File: config.mk
export PLATFORM = sky130hd
export DESIGN_NAME = irq_src_conditioner_flat
export DESIGN_NICKNAME = d
export VERILOG_FILES = /design/src/rtl/irq_src_conditioner_if.sv /design/src/rtl/irq_src_conditioner.sv /design/src/flat_wrapper.sv
export SDC_FILE = /design/constraint.sdc
export NUM_CORES = 1
export LEC_CHECK = 0
export ABC_AREA = 1
export ABC_CLOCK_PERIOD_IN_PS = 1600
export CORE_ASPECT_RATIO = 1.25
export CORE_MARGIN = 1
export CORE_UTILIZATION = 30
export CTS_BUF_LIST = sky130_fd_sc_hd__clkbuf_2
export DETAILED_ROUTE_END_ITERATION = 6
export SLEW_MARGIN = 20
export SYNTH_ARGS = -nofsm -noshare
export SYNTH_HDL_FRONTEND = slang
export SYNTH_SLANG_ARGS = --single-unit
File: constraint.sdc
create_clock -name clk_i -period 1.6 [get_ports clk_i]
set_input_delay 0.24 -clock clk_i [delete_from_list [all_inputs] [get_ports clk_i]]
set_output_delay 0.24 -clock clk_i [all_outputs]
set_load 0.02 [all_outputs]
File: src/rtl/irq_src_conditioner_if.sv
// Interrupt-line bundle between peripherals/pins and irq_src_conditioner.
// master = the side driving raw lines, mask and clears; slave = the conditioner.
interface irq_src_conditioner_if #(
    parameter int NumSrc = 32
);
    logic [NumSrc-1:0] intr_raw_i;
    logic [NumSrc-1:0] intr_mask_i;
    logic [NumSrc-1:0] status_clr_i;
    logic [NumSrc-1:0] intr_src_o;
    logic [NumSrc-1:0] status_o;

    modport master (
        output intr_raw_i,
        output intr_mask_i,
        output status_clr_i,
        input  intr_src_o,
        input  status_o
    );

    modport slave (
        input  intr_raw_i,
        input  intr_mask_i,
        input  status_clr_i,
        output intr_src_o,
        output status_o
    );
endinterface

File: src/rtl/irq_src_conditioner.sv
// Per-source synchronise, polarity-correct and debounce of raw interrupt lines, then level passthrough or
// rising-edge-to-stretched-pulse. Define IRQ_SRC_COND_STATUS_EN to build the sticky status flags.
module irq_src_conditioner #(
    parameter int               NumSrc         = 32,
    parameter int               SyncStages     = 2,
    parameter int               DebounceCycles = 3,
    parameter int               StretchCycles  = 4,
    parameter logic [NumSrc-1:0] InvertMask    = '0,
    parameter logic [NumSrc-1:0] EdgeMask      = '0
) (
    input  logic                  clk_i,
    input  logic                  rst_i,
    irq_src_conditioner_if.slave  bus
);

    localparam int DbW = $clog2(DebounceCycles + 1);
    localparam int StW = $clog2(StretchCycles + 1);
    localparam logic [DbW-1:0] DbLast = DbW'(DebounceCycles - 1);
    localparam logic [StW-1:0] StLoad = StW'(StretchCycles);

    logic [SyncStages-1:0][NumSrc-1:0] sync_q, sync_d;
    logic [NumSrc-1:0]                 rawS;
    logic [NumSrc-1:0]                 filt_q, filt_d;
    logic [NumSrc-1:0]                 prev_q;
    logic [NumSrc-1:0]                 rise;
    logic [NumSrc-1:0][DbW-1:0]        cntDb_q, cntDb_d;
    logic [NumSrc-1:0][StW-1:0]        cntSt_q, cntSt_d;
    logic [NumSrc-1:0]                 stretchOn;
    logic [NumSrc-1:0]                 condOut;

    always_comb begin
        sync_d = {sync_q[SyncStages-2:0], bus.intr_raw_i};
    end

    assign rawS = sync_q[SyncStages-1] ^ InvertMask;

    // Any cycle that agrees with the accepted value restarts qualification.
    always_comb begin
        filt_d  = filt_q;
        cntDb_d = cntDb_q;
        for (int i = 0; i < NumSrc; i++) begin
            if (rawS[i] == filt_q[i]) begin
                cntDb_d[i] = '0;
            end else if (cntDb_q[i] == DbLast) begin
                filt_d[i]  = rawS[i];
                cntDb_d[i] = '0;
            end else begin
                cntDb_d[i] = cntDb_q[i] + 1'b1;
            end
        end
    end

    assign rise = filt_q & ~prev_q;

    // A rise reloads the counter even mid-pulse, so back-to-back rises merge.
    always_comb begin
        cntSt_d   = cntSt_q;
        stretchOn = '0;
        for (int i = 0; i < NumSrc; i++) begin
            stretchOn[i] = (cntSt_q[i] != '0);
            if (rise[i]) begin
                cntSt_d[i] = StLoad;
            end else if (cntSt_q[i] != '0) begin
                cntSt_d[i] = cntSt_q[i] - 1'b1;
            end
        end
    end

    assign condOut        = (EdgeMask & stretchOn) | (~EdgeMask & filt_q);
    assign bus.intr_src_o = condOut & bus.intr_mask_i;

    always_ff @(posedge clk_i) begin
        if (rst_i) begin
            sync_q  <= '0;
            filt_q  <= '0;
            prev_q  <= '0;
            cntDb_q <= '0;
            cntSt_q <= '0;
        end else begin
            sync_q  <= sync_d;
            filt_q  <= filt_d;
            prev_q  <= filt_q;
            cntDb_q <= cntDb_d;
            cntSt_q <= cntSt_d;
        end
    end

`ifdef IRQ_SRC_COND_STATUS_EN
    logic [NumSrc-1:0] status_q, status_d;

    // Set wins over a coincident clear; the mask does not gate the flag.
    always_comb begin
        status_d = (status_q & ~bus.status_clr_i) | (filt_d & ~filt_q);
    end

    always_ff @(posedge clk_i) begin
        if (rst_i) begin
            status_q <= '0;
        end else begin
            status_q <= status_d;
        end
    end

    assign bus.status_o = status_q;
`else
    logic [NumSrc-1:0] unusedStatusClr;

    assign unusedStatusClr = bus.status_clr_i;
    assign bus.status_o    = '0;
`endif

endmodule

File: src/flat_wrapper.sv
// flat-port wrapper written by rule: the top's interface ports become plain ports
module irq_src_conditioner_flat 
#(
    parameter int               NumSrc         = 32,
    parameter int               SyncStages     = 2,
    parameter int               DebounceCycles = 3,
    parameter int               StretchCycles  = 4,
    parameter logic [NumSrc-1:0] InvertMask    = '0,
    parameter logic [NumSrc-1:0] EdgeMask      = '0
)
  (clk_i, rst_i, bus_intr_raw_i, bus_intr_mask_i, bus_status_clr_i, bus_intr_src_o, bus_status_o);
  irq_src_conditioner_if #(.NumSrc(NumSrc)) bus_i ();
  input  logic clk_i;
  input  logic rst_i;
  input wire logic [$bits(bus_i.intr_raw_i)-1:0] bus_intr_raw_i;
  input wire logic [$bits(bus_i.intr_mask_i)-1:0] bus_intr_mask_i;
  input wire logic [$bits(bus_i.status_clr_i)-1:0] bus_status_clr_i;
  output wire logic [$bits(bus_i.intr_src_o)-1:0] bus_intr_src_o;
  output wire logic [$bits(bus_i.status_o)-1:0] bus_status_o;
  assign bus_i.intr_raw_i = bus_intr_raw_i;
  assign bus_i.intr_mask_i = bus_intr_mask_i;
  assign bus_i.status_clr_i = bus_status_clr_i;
  assign bus_intr_src_o = bus_i.intr_src_o;
  assign bus_status_o = bus_i.status_o;
  irq_src_conditioner #(.NumSrc(NumSrc), .SyncStages(SyncStages), .DebounceCycles(DebounceCycles), .StretchCycles(StretchCycles), .InvertMask(InvertMask), .EdgeMask(EdgeMask)) u_core (.clk_i(clk_i), .rst_i(rst_i), .bus(bus_i));
endmodule
==> results.sh, run 1 <==
export IMPL_die_h_um=164
export IMPL_rows=58
export IMPL_synth_seq_area_share_pct=50.8
export IMPL_die_w_um=132
export IMPL_die_area_sq_mm=0.0216
export IMPL_synth_area_leaders="dfxtp_1 51%, inv_1 13%, nor2_1 13%, ha_1 6.4%, nand2_1 5.7%"
export IMPL_io_buffers=97
export IMPL_whs_ps=393
export IMPL_r2r_slack_ps=600
export IMPL_timing_fmax_mhz=655
export IMPL_fin_nets=1150
export IMPL_combPwrFrac_pct=8.3
export IMPL_hp_start="u_core.sync_d[32]"
export IMPL_leakage_nw=3.99
export IMPL_critPathRequiredTime_ps=1360
export IMPL_vias_per_cell=3.77
export IMPL_synthesis_area_sq_mm=0.00630
export IMPL_vias=4916
export IMPL_end_kind="output pin"
export IMPL_finish_utilization_pct=41.0
export IMPL_yosys_warnings=0
export IMPL_p_sw_share_pct=24.9
export IMPL_ys_ff_latch=160
export IMPL_yosysUniqueCellTypes=11
export IMPL_cts_buffers=17
export IMPL_r2r_end="u_core.cntDb_q[52]"
export IMPL_cp_arrival_ps=1290
export IMPL_report_final_slew_viol_count=0
export IMPL_crit_fanout=4
export IMPL_netlist_top_cells_count="224 x inv_1, 224 x nor2_1, 160 x dfxtp_1"
export IMPL_first_iter_violations=99
export IMPL_maxCapViolCount=0
export IMPL_r2r_start="u_core.cntDb_q[52]"
export IMPL_worst_setup_path_type="register to output pin"
export IMPL_grt_pass1_wl_um=17700
export IMPL_hp_class="register to register"
export IMPL_clk_path_buf_depth=2
export IMPL_hold_end="u_core.rawS[0]"
export IMPL_cts_max_level=4
export IMPL_worstSkewPairLatency_ps=670
export IMPL_layout_drive_gt1_share_pct=15.5
export IMPL_drc_errors=0
export IMPL_io_pins=162
export IMPL_finalSetupViolations=0
export IMPL_skew_ps=30.8
export IMPL_cts_sinks=160
export IMPL_syn_area_per_cell_sq_um=7.44
export IMPL_power_density_mw_per_mm2=783
export IMPL_drt_pass1_iter_count=4
export IMPL_root_buffer="clkbuf_2"
export IMPL_outcome="completed"
export IMPL_grt_max_degree=35
export IMPL_timing_final_crit_share_pct=95.4
export IMPL_synth_top_area_cell="dfxtp_1"
export IMPL_wl_per_cell_um=7.54
export IMPL_r2r_cells=5
export IMPL_clk_pin_slew_ps=210
export IMPL_synth_top_area_share_pct=50.8
export IMPL_pwr_share_clk_pct=28.4
export IMPL_postSynth_asyncResetShare_pct=0
export IMPL_place_gp_congestion=0.666
export IMPL_intPower_mw=4.91
export IMPL_worst_slack_ps=72.8
export IMPL_switching_power_mw=1.63
export IMPL_ys_flop_type="dfxtp_1"
export IMPL_antenna_found_initial=2
export IMPL_p_seq_share_pct=63.3
export IMPL_overflow=0
export IMPL_rsz0062_at_grt="yes"
export IMPL_synth_edf_count=0
export IMPL_holdPathStages=2
export IMPL_start_kind="register"
export IMPL_grt_pass1_vias=4458
export IMPL_core_area_sq_mm=0.0204
export IMPL_grtUsageTotal_pct=9.98
export IMPL_cts_tree="done"
export IMPL_syn_inst=847
export IMPL_start_util_pct=30.9
export IMPL_totalWireLength_um=9820
export IMPL_post_place_ws_ps=-61.5
export IMPL_ant_nets=0
export IMPL_hold_viol=0
export IMPL_dp_hpwl_um=6630
export IMPL_ir_worst_vdd_v=0.000306
export IMPL_layout_area_overhead_vs_synth_pct=32.6
export IMPL_fin_crit_ps=1530
[per-layer routing]
metal | track usage, % | wire length (um) | part of all wire [%] | vias to the layer above
met2 | 18.1 | 4850 | 49 | 89
li1 | - | - | - | 2705
met1 | 10.5 | 4380 | 45 | 2112
met4 | 4.60 | 163 | 1.7 | 0
met5 | 0 | 0 | 0 | -
met3 | 3.18 | 429 | 4.4 | 10
[cells in the final DEF (no fill, tap or decap), types with 32 or more instances in the layout]
cell type and n:
nor2_1 224, buf_4 37, nand3_1 32, inv_1 210, nand2_1 82, ha_1 32, dfxtp_1 128, clkdlybuf4s50_1 64
buf_6 32, conb_1 32, dlygate4sd3_1 33, nor3_1 32
[cells by family after synthesis]
group                    Yosys count  synth area share, %
adder cells (fa/ha/maj)           32                 6.35
buffers and inverters            270                 18.7
flip-flops                       160                 50.8
other                              1               0.0595
AND/OR/NAND/NOR                  384                 24.1
[repair_timing]
action	4_1_cts	5_1_grt
resized for setup	225	28
hold buffers	33	0
buffers inserted	31	3
setup endpoints to repair	32	32
hold endpoints to repair	71	0
[metrics by stage]
stage / total power, mW / setup TNS (ps) / cells / area (sq um)
3_5_place_dp: 4.70 / -708 / 1204 / 7470
6_report: 6.55 / 0 / 1303 / 8360
2_1_floorplan: 4.55 / 0 / 878 / 6420
4_1_cts: 6.71 / -1170 / 1298 / 8300
5_1_grt: 6.97 / -2500 / 1303 / 8360
3_3_place_gp: 4.69 / -639 / 1204 / 7470
[how the worst max path moves through the flow]
| stage | slack, ps | endpoint | start |
|---|---|---|---|
| finish | 70 | bus_intr_src_o[20] | u_core.condOut[20] |
| global route | -150 | bus_intr_src_o[20] | u_core.condOut[20] |
| CTS | -70 | bus_intr_src_o[8] | u_core.condOut[8] |
| detailed placement | -60 | bus_intr_src_o[8] | bus_intr_mask_i[8] |
| global placement | -70 | bus_intr_src_o[8] | bus_intr_mask_i[8] |
| floorplan | 740 | u_core.cntDb_q[30] | u_core.cntDb_q[30] |
[critical path, stage by stage (launching register included)]
cell	delay, ps
dfxtp_2	400
nand2_1	50
inv_1	60
buf_6	110
[cell type report]
type / instances / area (sq um)
Fill cell: 2091 / 12000
Timing Repair Buffer: 169 / 1670
Clock inverter: 12 / 95.1
Clock buffer: 18 / 90.1
Sequential cell: 160 / 3250
Antenna cell: 2 / 5.00
Tap cell: 270 / 338
Inverter: 224 / 841
Multi-Input combinational cell: 448 / 2080
[power by group through the flow]
stage / registers [mW] / clock network, mW / logic (mW)
after floorplan: 4.22 / 0 / 0.331
after global placement: 4.23 / 0 / 0.467
after detailed placement: 4.23 / 0 / 0.473
after CTS: 4.15 / 2.02 / 0.548
after global routing: 4.16 / 2.19 / 0.620
final: 4.14 / 1.86 / 0.546
[sequential cells by signal, indices dropped and copies added, names as in the netlist]
signal,cells
u_core.cntDb_q,64
u_core.condOut,32
u_core.rawS,32
u_core.sync_d,32
Power figures use the tool's default switching activity.
==> run 2: changes to the inputs <==
ABC_CLOCK_PERIOD_IN_PS = 1750   (was 1600)
CORE_MARGIN = 3   (was 1)
clock period = 1.75 ns   (was 1.6 ns; I/O delays follow)
==> results.sh, run 2 (synthesized netlist as in run 1, its figures left out) <==
export IMPL_whs_ps=397
export IMPL_grt_pass1_vias=4148
export IMPL_regArea_sq_mm=0.00325
export IMPL_finalInstanceArea_sq_mm=0.00820
export IMPL_maxCapViolCount=0
export IMPL_io_pins=162
export IMPL_final_cell_mix="224 x nor2_1, 221 x inv_1, 128 x dfxtp_1, 93 x nand2_1, 64 x clkdlybuf4s50_1"
export IMPL_end_kind="output pin"
export IMPL_timing_fmax_mhz=644
export IMPL_wl_per_cell_um=7.71
export IMPL_drt_pass1_iter_count=4
export IMPL_placed_cell_area_sq_mm=0.00743
export IMPL_top_register="u_core.cntDb_q"
export IMPL_start_util_pct=30.9
export IMPL_antenna_found_initial=1
export IMPL_rows=58
export IMPL_final_common_cell="nor2_1"
export IMPL_cts_max_level=4
export IMPL_layout_drive_gt1_share_pct=13.2
export IMPL_dp_hpwl_um=6600
export IMPL_cts_sinks=160
export IMPL_hold_viol=0
export IMPL_clk_path_buf_depth=2
export IMPL_layout_area_overhead_vs_synth_pct=30.1
export IMPL_rsz0062_at_grt="yes"
export IMPL_skew_ps=39.5
export IMPL_finish_utilization_pct=40.2
export IMPL_report_final_slew_viol_count=0
export IMPL_io_buffers=97
export IMPL_core_area_sq_mm=0.0204
export IMPL_worst_setup_path_type="register to output pin"
export IMPL_first_iter_violations=97
export IMPL_start_kind="register"
export IMPL_fin_nets=1147
export IMPL_multi_input_comb_area_sq_mm=0.00205
export IMPL_vias=4873
export IMPL_die_area_sq_mm=0.0228
export IMPL_max_stage_delay_ps=390
export IMPL_hp_class="register to register"
export IMPL_root_buffer="clkbuf_2"
export IMPL_fill_cells=2094
export IMPL_fin_crit_ps=1550
export IMPL_timing_final_crit_share_pct=88.8
export IMPL_post_place_ws_ps=35.1
export IMPL_crit_chain="nand2_1 > inv_1 > buf_2"
export IMPL_crit_fanout=2
export IMPL_grt_max_degree=69
export IMPL_cts_buffers=17
export IMPL_leakage_nw=4.00
export IMPL_grtUsageTotal_pct=9.04
export IMPL_worstSkewPairLatency_ps=690
export IMPL_outcome="completed"
export IMPL_largest_reg_flops=64
export IMPL_die_w_um=136
export IMPL_cts_tree="done"
export IMPL_die_h_um=168
export IMPL_ant_nets=0
export IMPL_vias_per_cell=3.75
export IMPL_overflow=0
export IMPL_cp_arrival_ps=1290
export IMPL_critPathRequiredTime_ps=1490
export IMPL_finalSetupViolations=0
export IMPL_cpMaxStageDelayCell="dfxtp_2"
export IMPL_grt_pass1_wl_um=17000
export IMPL_worst_slack_ps=196
export IMPL_power_density_mw_per_mm2=775
export IMPL_drc_errors=0
export IMPL_totalWireLength_um=10000
export IMPL_place_gp_congestion=0.672
export IMPL_clk_pin_slew_ps=240
export IMPL_ir_worst_vdd_v=0.000347
-- run 2: cell type report --
type / instances / area share (%)
Antenna cell: 1 / 0.0305
Clock buffer: 17 / 1.04
Clock inverter: 15 / 2.03
Inverter: 224 / 10.3
Multi-Input combinational cell: 448 / 25.0
Sequential cell: 160 / 39.6
Tap cell: 270 / 4.12
Timing Repair Buffer: 166 / 18.0
-- run 2: repair_timing --
action                     in CTS  in global routing
hold endpoints to repair       94                  0
buffers inserted               32                  2
cloned                          0                  0
hold buffers                   33                  0
pin swaps                       0                  0
setup endpoints to repair      32                 12
resized for setup             161                 20
-- run 2: worst max-delay path, delay by kind of cell (launching register included) --
kind	cells	cell delay [ps]
flip-flops	1	390
buffers and inverters	2	190
AND/OR/NAND/NOR	1	50
-- run 2: power breakdown --
| part | switching, mW | total (mW) | internal (mW) |
|---|---|---|---|
| clock | 1.30 | 2.08 | 0.787 |
| sequential | 0.0419 | 3.79 | 3.75 |
| combinational | 0.230 | 0.485 | 0.255 |
-- run 2: final timing paths --
check,start,end,slack [ps],cells after the start
worst min-delay path,u_core.sync_d[33],u_core.rawS[1],400,2
worst max register to register,u_core.cntDb_q[30],u_core.cntDb_q[30],760,5
worst min register to register,u_core.sync_d[33],u_core.rawS[1],400,2
worst max-delay path,u_core.condOut[13],bus_intr_src_o[13],200,3
-- run 2: through the flow --
stage                     std cells  power (mW)  TNS, ps
after floorplan                 878        4.16        0
after detailed placement       1201        4.29        0
after global placement         1201        4.28        0
final                          1301        6.36        0
after global routing           1301        6.72    -9.90
after CTS                      1298        6.53        0
-- run 2: metal layers --
layer | vias up | global-route usage, % | part of all wire, %
li1 | 2702 | - | -
met2 | 91 | 15.4 | 47
met5 | - | 0 | 0
met4 | 0 | 4.21 | 1.7
met1 | 2071 | 10.1 | 45
met3 | 9 | 3.02 | 6.0
==> run 3: changes to the inputs <==
ABC_AREA = 0   (was 1)
==> results.sh, run 3 <==
export IMPL_grt_pass1_wl_um=15900
export IMPL_top_register="u_core.cntDb_q"
export IMPL_fin_nets=810
export IMPL_grtUsageTotal_pct=9.31
export IMPL_place_gp_congestion=0.663
export IMPL_report_final_slew_viol_count=0
export IMPL_r2r_start="u_core.cntDb_q[50]"
export IMPL_worstSkewPairLatency_ps=660
export IMPL_ir_worst_vdd_v=0.000362
export IMPL_cp_arrival_ps=1310
export IMPL_synth_top_area_cell="dfxtp_1"
export IMPL_ys_ff_latch=160
export IMPL_die_h_um=162
export IMPL_placed_cell_area_sq_mm=0.00686
export IMPL_grt_max_degree=86
export IMPL_fin_tns_setup_ps=0
export IMPL_finalSetupViolations=0
export IMPL_cts_buffers=17
export IMPL_rsz0062_at_grt="yes"
export IMPL_overflow=0
export IMPL_clk_path_buf_depth=2
export IMPL_die_area_sq_mm=0.0211
export IMPL_final_cell_mix="128 x dfxtp_1, 64 x nor2b_1, 64 x nor4_1, 64 x clkdlybuf4s50_1, 37 x buf_4"
export IMPL_r2r_end="u_core.cntDb_q[51]"
export IMPL_critPathBufInv=1
export IMPL_synth_top_area_share_pct=55.1
export IMPL_critical_path_top_delay_family="flip-flops"
export IMPL_layout_drive_gt1_share_pct=19.0
export IMPL_maxCapViolCount=0
export IMPL_cts_tree="done"
export IMPL_layout_area_overhead_vs_synth_pct=28.2
export IMPL_start_util_pct=30.7
export IMPL_first_iter_violations=50
export IMPL_crit_chain="and2_1 > buf_2"
export IMPL_synth_area_leaders="dfxtp_1 55%, ha_1 6.9%, nor2b_1 6.9%, nor4_1 6.9%, mux2i_1 5.5%"
export IMPL_hp_class="input port to register"
export IMPL_io_buffers=97
export IMPL_yosysUniqueCellTypes=14
export IMPL_syn_area_per_cell_sq_um=11.0
export IMPL_netlist_top_cells_count="160 x dfxtp_1, 64 x nor2b_1, 64 x nor4_1"
export IMPL_skew_ps=28.4
export IMPL_largest_reg_flops=64
export IMPL_dp_hpwl_um=6450
export IMPL_cts_max_level=4
export IMPL_drc_errors=0
export IMPL_outcome="completed"
export IMPL_max_stage_delay_ps=390
export IMPL_antenna_found_initial=1
export IMPL_hold_viol=0
export IMPL_final_common_cell="dfxtp_1"
export IMPL_io_pins=162
export IMPL_core_area_sq_mm=0.0189
export IMPL_whs_ps=132
export IMPL_timing_fmax_mhz=636
export IMPL_crit_fanout=2
export IMPL_fin_crit_ps=1570
export IMPL_vias=3883
export IMPL_totalWireLength_um=9350
export IMPL_synth_seq_area_share_pct=55.1
export IMPL_clk_pin_slew_ps=210
export IMPL_cts_sinks=160
export IMPL_ant_nets=0
export IMPL_r2r_cells=3
export IMPL_leakage_nw=2.91
export IMPL_cpMaxStageDelayCell="dfxtp_2"
export IMPL_yosysMostFrequentCell="dfxtp_1"
export IMPL_drt_pass1_iter_count=4
export IMPL_synth_edf_count=0
export IMPL_power_density_mw_per_mm2=799
export IMPL_postSynth_asyncResetShare_pct=0
export IMPL_end_kind="output pin"
export IMPL_syn_inst=530
export IMPL_finalInstanceArea_sq_mm=0.00746
export IMPL_cp_depth=2
export IMPL_yosys_warnings=0
export IMPL_vias_per_cell=4.19
export IMPL_grt_pass1_vias=3926
export IMPL_start_kind="register"
export IMPL_crit_end="bus_intr_src_o[14]"
export IMPL_die_w_um=131
export IMPL_synthesis_area_sq_mm=0.00582
export IMPL_critPathLaunch="u_core.condOut[14]"
export IMPL_root_buffer="clkbuf_2"
export IMPL_rows=56
export IMPL_r2r_slack_ps=650
export IMPL_critPathRequiredTime_ps=1490
export IMPL_ys_flop_type="dfxtp_1"
export IMPL_wl_per_cell_um=10.1
export IMPL_worst_setup_path_type="register to output pin"
export IMPL_timing_final_crit_share_pct=89.8
[run 3: worst reg2reg max path: cells and delay by family, from the launching register on]
family	cells	cell delay, ps
flops	1	380
simple gates	1	300
fa+ha+maj	1	290
buf+inv	1	50
[run 3: what timing repair did]
item	in CTS	in global routing
gates resized for setup	160	28
setup endpoints to repair	32	16
hold buffers	19	1
buffers inserted	24	6
endpoints found under the hold margin	102	1
[run 3: final cells by class]
class | count | area (sq um)
Timing Repair Buffer | 149 | 1340
Sequential cell | 160 | 3240
Clock inverter | 14 | 115
Clock buffer | 18 | 90.1
Tap cell | 232 | 290
Inverter | 32 | 120
Fill cell | 1856 | 11500
Multi-Input combinational cell | 320 | 2260
Antenna cell | 1 | 2.50
[run 3: worst min path at each step]
stage / from / endpoint / slack, ps / depth (start not counted)
after floorplan: bus_intr_raw_i[0] / u_core.sync_d[32] / 390 / 1
after global placement: u_core.cntDb_q[6] / u_core.cntDb_q[6] / 400 / 1
after detailed placement: u_core.cntDb_q[10] / u_core.cntDb_q[10] / 410 / 1
after CTS: bus_intr_raw_i[24] / u_core.sync_d[56] / 0.05 / 2
after global routing: bus_intr_raw_i[14] / u_core.sync_d[46] / 1 / 2
final: bus_intr_raw_i[24] / u_core.sync_d[56] / 130 / 2
[run 3: kinds of logic (layout without fill, tap and decap cells)]
family	count (synthesis)	after routing	synth area share [%]
AND/OR/NAND/NOR	192	192	19.3
flip-flops	160	160	55.1
buffers and inverters	81	213	8.39
adder cells (fa/ha/maj)	32	32	6.88
XOR/XNOR	32	32	4.82
multiplexers	32	32	5.51
other	1	33	0.0645
[run 3: routing by layer]
layer | GRT usage (%) | vias to the layer above | part of all wire (%)
met5 | 0 | - | 0
met4 | 4.12 | 0 | 1.8
met3 | 3.22 | 10 | 5.0
met2 | 17.9 | 80 | 55
met1 | 8.54 | 1790 | 38
li1 | - | 2003 | -
[run 3: power by group]
part	total [mW]	internal, mW	switching, mW
registers	3.78	3.74	0.0365
logic	0.421	0.236	0.186
clock network	1.76	0.510	1.25
[run 3: metrics by stage]
stage / utilization, % / std cells / worst slack [ps] / total power [mW]
after global placement: 36.3 / 843 / 58.9 / 4.22
final: 39.4 / 926 / 178 / 5.96
after CTS: 38.7 / 918 / 0.571 / 6.10
after detailed placement: 36.3 / 843 / 30.9 / 4.24
after floorplan: - / 561 / 821 / 4.13
after global routing: 39.4 / 926 / -0.832 / 6.31
